File: config.mk
export PLATFORM = sky130hd
export DESIGN_NAME = am_lock_ctrl
export DESIGN_NICKNAME = d
export VERILOG_FILES = /design/src/rtl/am_lock_ctrl.sv
export SDC_FILE = /design/constraint.sdc
export NUM_CORES = 1
export LEC_CHECK = 0
export CAP_MARGIN = 20
export CORE_MARGIN = 1.5
export CORE_UTILIZATION = 55
export CTS_CLUSTER_SIZE = 20
export DETAILED_ROUTE_END_ITERATION = 10
export GPL_TIMING_DRIVEN = 0
export PLACE_DENSITY_LB_ADDON = 0.3
export SYNTH_ARGS = -nofsm -noshare
export SYNTH_HDL_FRONTEND = slang
export SYNTH_SLANG_ARGS = --single-unit
File: constraint.sdc
create_clock -name fullclk -period 5 [get_ports fullclk]
set_input_delay 0.5 -clock fullclk [delete_from_list [all_inputs] [get_ports fullclk]]
set_output_delay 0.5 -clock fullclk [all_outputs]
set_load 0.005 [all_outputs]
File: src/rtl/am_lock_ctrl.sv
// am_lock_ctrl: alignment-marker lock controller with flywheel.
// Hunts for a valid AM, confirms it over GOOD_AM periods, then holds lock
// until BAD_AM consecutive misses. A free-running flywheel marks the
// expected AM cycle and the FEC frame boundaries.
// Ports:
//   fullclk, rst_n  - clock, async active-low reset
//   isam, am_field  - AM detector strobe and AM index (4..7 invalid)
//   corrupt_am      - forces the AM on an expect cycle to count as a miss
//   err_clr         - synchronous clear of err_cnt
//   am_lock         - high while LOCKED
//   lane_id         - AM index captured in HUNT
//   am_expect       - flywheel expect-cycle marker (combinational)
//   frame_start     - FEC frame boundary pulse (combinational)
//   slip            - one-cycle pulse on each return to HUNT
//   err_cnt         - saturating count of AMs missed while locked
module am_lock_ctrl #(
  parameter int unsigned AM_PERIOD = 42240,
  parameter int unsigned FRAME_LEN = 1320,
  parameter int unsigned GOOD_AM   = 2,
  parameter int unsigned BAD_AM    = 4
) (
  input  logic        fullclk,
  input  logic        rst_n,
  input  logic        isam,
  input  logic [2:0]  am_field,
  input  logic        corrupt_am,
  input  logic        err_clr,
  output logic        am_lock,
  output logic [1:0]  lane_id,
  output logic        am_expect,
  output logic        frame_start,
  output logic        slip,
  output logic [15:0] err_cnt
);

  localparam int unsigned CW = 16;
  localparam int unsigned GW = (GOOD_AM < 2) ? 1 : $clog2(GOOD_AM + 1);
  localparam int unsigned BW = (BAD_AM < 2) ? 1 : $clog2(BAD_AM + 1);

  typedef enum logic [1:0] {HUNT, CONFIRM, LOCKED} state_t;

  state_t          state, state_nxt;
  logic [CW-1:0]   pcnt, pcnt_nxt;
  logic [CW-1:0]   fcnt, fcnt_nxt;
  logic [GW-1:0]   good_cnt, good_nxt, good_inc;
  logic [BW-1:0]   bad_cnt, bad_nxt, bad_inc;
  logic [1:0]      lane_nxt;
  logic [15:0]     err_nxt;
  logic            slip_nxt;
  logic            reload;
  logic            err_inc;
  logic            am_valid;
  logic            am_good;

  // Expect cycle: flywheel has run a full AM period since the last reload.
  assign am_expect   = (state != HUNT) && (pcnt == CW'(AM_PERIOD));
  assign frame_start = am_lock && (am_expect || (fcnt == CW'(FRAME_LEN)));

  assign am_valid = isam && !am_field[2];
  assign am_good  = am_valid && (am_field[1:0] == lane_id) && !corrupt_am;
  assign good_inc = good_cnt + GW'(1);
  assign bad_inc  = bad_cnt + BW'(1);

  // State register and all registered outputs.
  always_ff @(posedge fullclk or negedge rst_n) begin
    if (!rst_n) begin
      state    <= HUNT;
      pcnt     <= CW'(1);
      fcnt     <= CW'(1);
      good_cnt <= '0;
      bad_cnt  <= '0;
      lane_id  <= '0;
      err_cnt  <= '0;
      am_lock  <= 1'b0;
      slip     <= 1'b0;
    end else begin
      state    <= state_nxt;
      pcnt     <= pcnt_nxt;
      fcnt     <= fcnt_nxt;
      good_cnt <= good_nxt;
      bad_cnt  <= bad_nxt;
      lane_id  <= lane_nxt;
      err_cnt  <= err_nxt;
      am_lock  <= (state_nxt == LOCKED);
      slip     <= slip_nxt;
    end
  end

  // Next-state, counters and error accounting.
  always_comb begin
    state_nxt = state;
    good_nxt  = good_cnt;
    bad_nxt   = bad_cnt;
    lane_nxt  = lane_id;
    slip_nxt  = 1'b0;
    reload    = 1'b0;
    err_inc   = 1'b0;
    pcnt_nxt  = pcnt;
    fcnt_nxt  = fcnt;

    unique case (state)
      HUNT: begin
        if (am_valid) begin
          lane_nxt  = am_field[1:0];
          good_nxt  = GW'(1);
          bad_nxt   = '0;
          reload    = 1'b1;
          state_nxt = (GOOD_AM <= 1) ? LOCKED : CONFIRM;
        end
      end
      CONFIRM: begin
        if (am_expect) begin
          reload = 1'b1;
          if (am_good) begin
            good_nxt = good_inc;
            if (good_inc >= GW'(GOOD_AM)) begin
              state_nxt = LOCKED;
              bad_nxt   = '0;
            end
          end else begin
            state_nxt = HUNT;
            good_nxt  = '0;
            slip_nxt  = 1'b1;
          end
        end
      end
      LOCKED: begin
        if (am_expect) begin
          reload = 1'b1;
          if (am_good) begin
            bad_nxt = '0;
          end else begin
            err_inc = 1'b1;
            if (bad_inc >= BW'(BAD_AM)) begin
              state_nxt = HUNT;
              bad_nxt   = '0;
              good_nxt  = '0;
              slip_nxt  = 1'b1;
            end else begin
              bad_nxt = bad_inc;
            end
          end
        end
      end
      default: begin
        state_nxt = HUNT;
      end
    endcase

    // Flywheel: reload after capture/expect, free-run outside HUNT, hold in HUNT.
    if (reload) begin
      pcnt_nxt = CW'(1);
      fcnt_nxt = CW'(1);
    end else if (state != HUNT) begin
      pcnt_nxt = pcnt + CW'(1);
      fcnt_nxt = (fcnt == CW'(FRAME_LEN)) ? CW'(1) : fcnt + CW'(1);
    end

    // Clear wins over a coincident miss; count saturates.
    if (err_clr) begin
      err_nxt = '0;
    end else if (err_inc && (err_cnt != 16'hFFFF)) begin
      err_nxt = err_cnt + 16'd1;
    end else begin
      err_nxt = err_cnt;
    end
  end

endmodule

==> impl_metrics.yaml, run 1 <==
run_status:
  status: "finished, final reports clean"
critical_path:
  slowest_delay_ps: 530
  slowest_stage: "clkdlybuf4s50_1"
  cp_top_family: "buffers and inverters"
  cp-end-kind: "primary output"
  crit_arrival_ps: 2480
  critPathBufInv: 3
  crit_chain: "inv_1 -> ha_1 -> buf_2 -> and4bb_1 -> nand4_4 -> a21boi_0 -> clkdlybuf4s50_1"
  start_kind: "flop"
  critPathKind: "reg -> out"
  worst_ep_required_time_ps: 4500
  cp_max_fo: 10
route:
  drt-wirelength-per-cell_microns: 15.2
  via_count: 2696
  drc: 0
  first_iter_violations: 171
  ant_nets: 0
  wirelength_microns: 6930
  viasPerCell: 5.90
  drt_pass1_iterations: 4
layout:
  stdcell_count: 457
  drive_above_1_share: 0.107
  final_cell_mix: "dfrtp_1 (57), nor2_1 (36), clkdlybuf4s50_1 (27)"
  nNetsFinal: 395
  area_growth_pct: 19.3
  diodes: 0
  final_common_cell: "dfrtp_1"
  stdcell_area_sq_mm: 0.00393
clock_network:
  cts_inserted_buffers: 9
  clkLatencyLatePin_ps: 340
  cts_resized: 0
  cts_tree: "done"
  post_cts_buffers: 0
  htreeDepth: 3
  clk_pin_slew_ps: 70
  clock-root-buffer: "clkbuf_8"
  tritoncts_num_sinks: 59
  clockBufferDepth: 2
  hold_buffers: 0
yosys:
  synth_top_family_by_area: "simple AND/OR/NAND/NOR gates"
  synthCells: 337
  synth_xor_area_frac: 0.0850
  synthAdderAreaFrac: 0.0380
  synth_nets: 355
  synth_edf_count: 0
  avgSynthCellArea_sq_um: 9.78
  yosysSeqAreaShare: 0.449
  synth_ff_type: "dfrtp_1"
  muxShareOfSynthArea: 0.0266
  netlist_area_sq_mm: 0.00330
  synth-simple-area-share: 0.265
  synth-warning-count: 0
  synth-async-reset-ratio: 1.00
  synth_compound_area_frac: 0.105
  ys_seq_elements: 59
  synth.distinct_cells: 50
placement:
  hpwl_microns: 4950
  gp_congestion: 0.848
  numPortBuffers: 28
  place_inst: 441
  place_ws_ps: 2150
  place_area_sq_mm: 0.00369
sta:
  drv_slew: 0
  fin_skew_ps: 12.8
  rsz0062_at_grt: "false"
  fmaxAchievable_mhz: 335
  fin_ws_ps: 2020
  relSlewSlack: 0.326
  final_hold_viol_count: 0
  tightest_slew_ps: 1000
  final.period_utilization: 0.597
  setup-tns-final_ps: 0
  setup_viol: 0
  period_minus_slack_ps: 2980
pwr:
  p_total_mw: 1.42
  internal_power_mw: 1.00
  clkPwrFrac: 0.372
  pwr_density_cell_mw_per_mm2: 362
  vdd_drop_max_v: 0.000242
  p_comb_frac: 0.218
  leakagePower_nw: 1.65
  p_sw_mw: 0.425
  seq_power_share: 0.410
  p_sw_frac: 0.298
grt:
  antenna_found_initial: 0
  gr-usage-all-layers: 0.235
  overflow: 0
  grt_max_degree: 33
  grt_pass1_vias: 2507
  grt_pass1_wl_microns: 11600
worst_hold_path:
  hold_path.class: "in -> async"
die:
  fp.coreArea_sq_mm: 0.00585
  fp-row-count: 28
  initial_core_util: 0.564
  chipHeight_microns: 80.4
  ioPinCount: 30
  dieWidth_microns: 80.4
  fp.dieArea_sq_mm: 0.00647
run:
  drv_cap: 0
-- logic make-up after synthesis --
group,Yosys count
AND/OR/NAND/NOR,149
flip-flops,59
multiplexers,8
XOR/XNOR,32
buffers and inverters,24
adder cells (fa/ha/maj),10
AO/OA/AOI/OAI,55
-- final cells by class --
| type | count | area, sq um |
|---|---|---|
| buffer | 13 | 62.6 |
| clock buffer | 13 | 179 |
| clock inverter | 3 | 67.6 |
| fill | 451 | 1920 |
| inverter | 11 | 42.5 |
| multi-input combinational | 254 | 1710 |
| sequential | 59 | 1480 |
| tap | 75 | 93.8 |
| timing repair buffer | 29 | 295 |
-- final timing paths --
check / startpoint / end / slack [ps] / depth (start not counted)
worst max-delay path: state[0] / frame_start / 2020 / 7
worst min register to register: bad_cnt[2] / bad_cnt[2] / 520 / 1
max in group asynchronous: rst_n / pcnt[0] / 4160 / 2
worst min-delay path: rst_n / err_cnt[9] / 180 / 1
worst max register to register: state[0] / fcnt[10] / 2250 / 10
min in group fullclk: bad_cnt[2] / bad_cnt[2] / 520 / 1
-- worst reg2reg max path, cell delays in order, from the launching register on --
cell      delay, ps
dfrtp_1         390
inv_1            90
ha_1            190
buf_2           180
and4bb_1        340
nand4_4         210
clkinv_2        160
a21boi_0        170
o22ai_1         400
clkbuf_1        390
nor2_1          110
-- through the flow --
step           hold WS, ps   util
4_1_cts                202  0.672
6_report               175  0.672
2_1_floorplan          204      -
3_3_place_gp           496  0.627
5_1_grt                221  0.672
3_5_place_dp           498  0.630
-- metal layers --
layer | share of wire | vias to the layer above | track usage
met5 | 0 | - | 0
met2 | 0.46 | 78 | 0.366
met4 | 0.016 | 0 | 0.0845
met3 | 0.046 | 13 | 0.0602
li1 | - | 1311 | -
met1 | 0.47 | 1294 | 0.317
-- power by group through the flow --
stage          Combinational, mW  Clock [mW]  Sequential, mW
2_1_floorplan              0.221           0           0.580
3_3_place_gp               0.297           0           0.588
3_5_place_dp               0.308           0           0.590
4_1_cts                    0.311       0.532           0.583
5_1_grt                    0.347       0.556           0.590
6_report                   0.311       0.529           0.584
-- synthesized netlist by cell type (3+ instances only) --
cell type	instances	area share
o31ai_1	12	0.027
a21oi_1	22	0.033
and3_1	8	0.015
or3_1	4	0.0076
or4_1	11	0.025
buf_2	5	0.0076
nand4_1	12	0.023
nor2b_1	5	0.0095
inv_1	10	0.011
nand3b_1	3	0.0068
nor4_1	4	0.0076
ha_1	10	0.038
nand3_1	18	0.027
xor2_1	25	0.066
o21ai_0	9	0.014
clkbuf_1	5	0.0057
nor2_1	36	0.041
nand2_1	17	0.019
mux2_2	6	0.020
dfrtp_1	57	0.43
nor3_1	9	0.014
xnor2_1	7	0.019
and4_1	5	0.013
-- registers in the layout (all words and copies together), names as in the netlist --
| name | cells |
|---|---|
| am_lock | 1 |
| state | 2 |
| lane_id | 2 |
| fcnt | 16 |
| pcnt | 16 |
| bad_cnt | 3 |
| good_cnt | 2 |
| err_cnt | 16 |
| slip | 1 |
(Power assumes the default switching activity.)
==> run 2: changes to the inputs <==
==> constraint.sdc (replaced) <==
create_clock -name fullclk -period 3.05 [get_ports fullclk]
set_input_delay 0.305 -clock fullclk [delete_from_list [all_inputs] [get_ports fullclk]]
set_output_delay 0.305 -clock fullclk [all_outputs]
set_load 0.005 [all_outputs]
==> results of run 2 <==
The final DEF is identical to that of run 1. Status: complete, but fails checks: hold timing.
Among the figures that moved: setup slack after placement 2150 ps -> 298 ps; setup slack after layout 2020 ps -> 262 ps; hold slack 175 ps -> -19.8 ps; number of hold violations in the final report 0 -> 13; register-to-register setup slack 2250 ps -> 300 ps; total power 1.42 mW -> 2.34 mW; worst IR drop on VDD 0.000242 V -> 0.000397 V
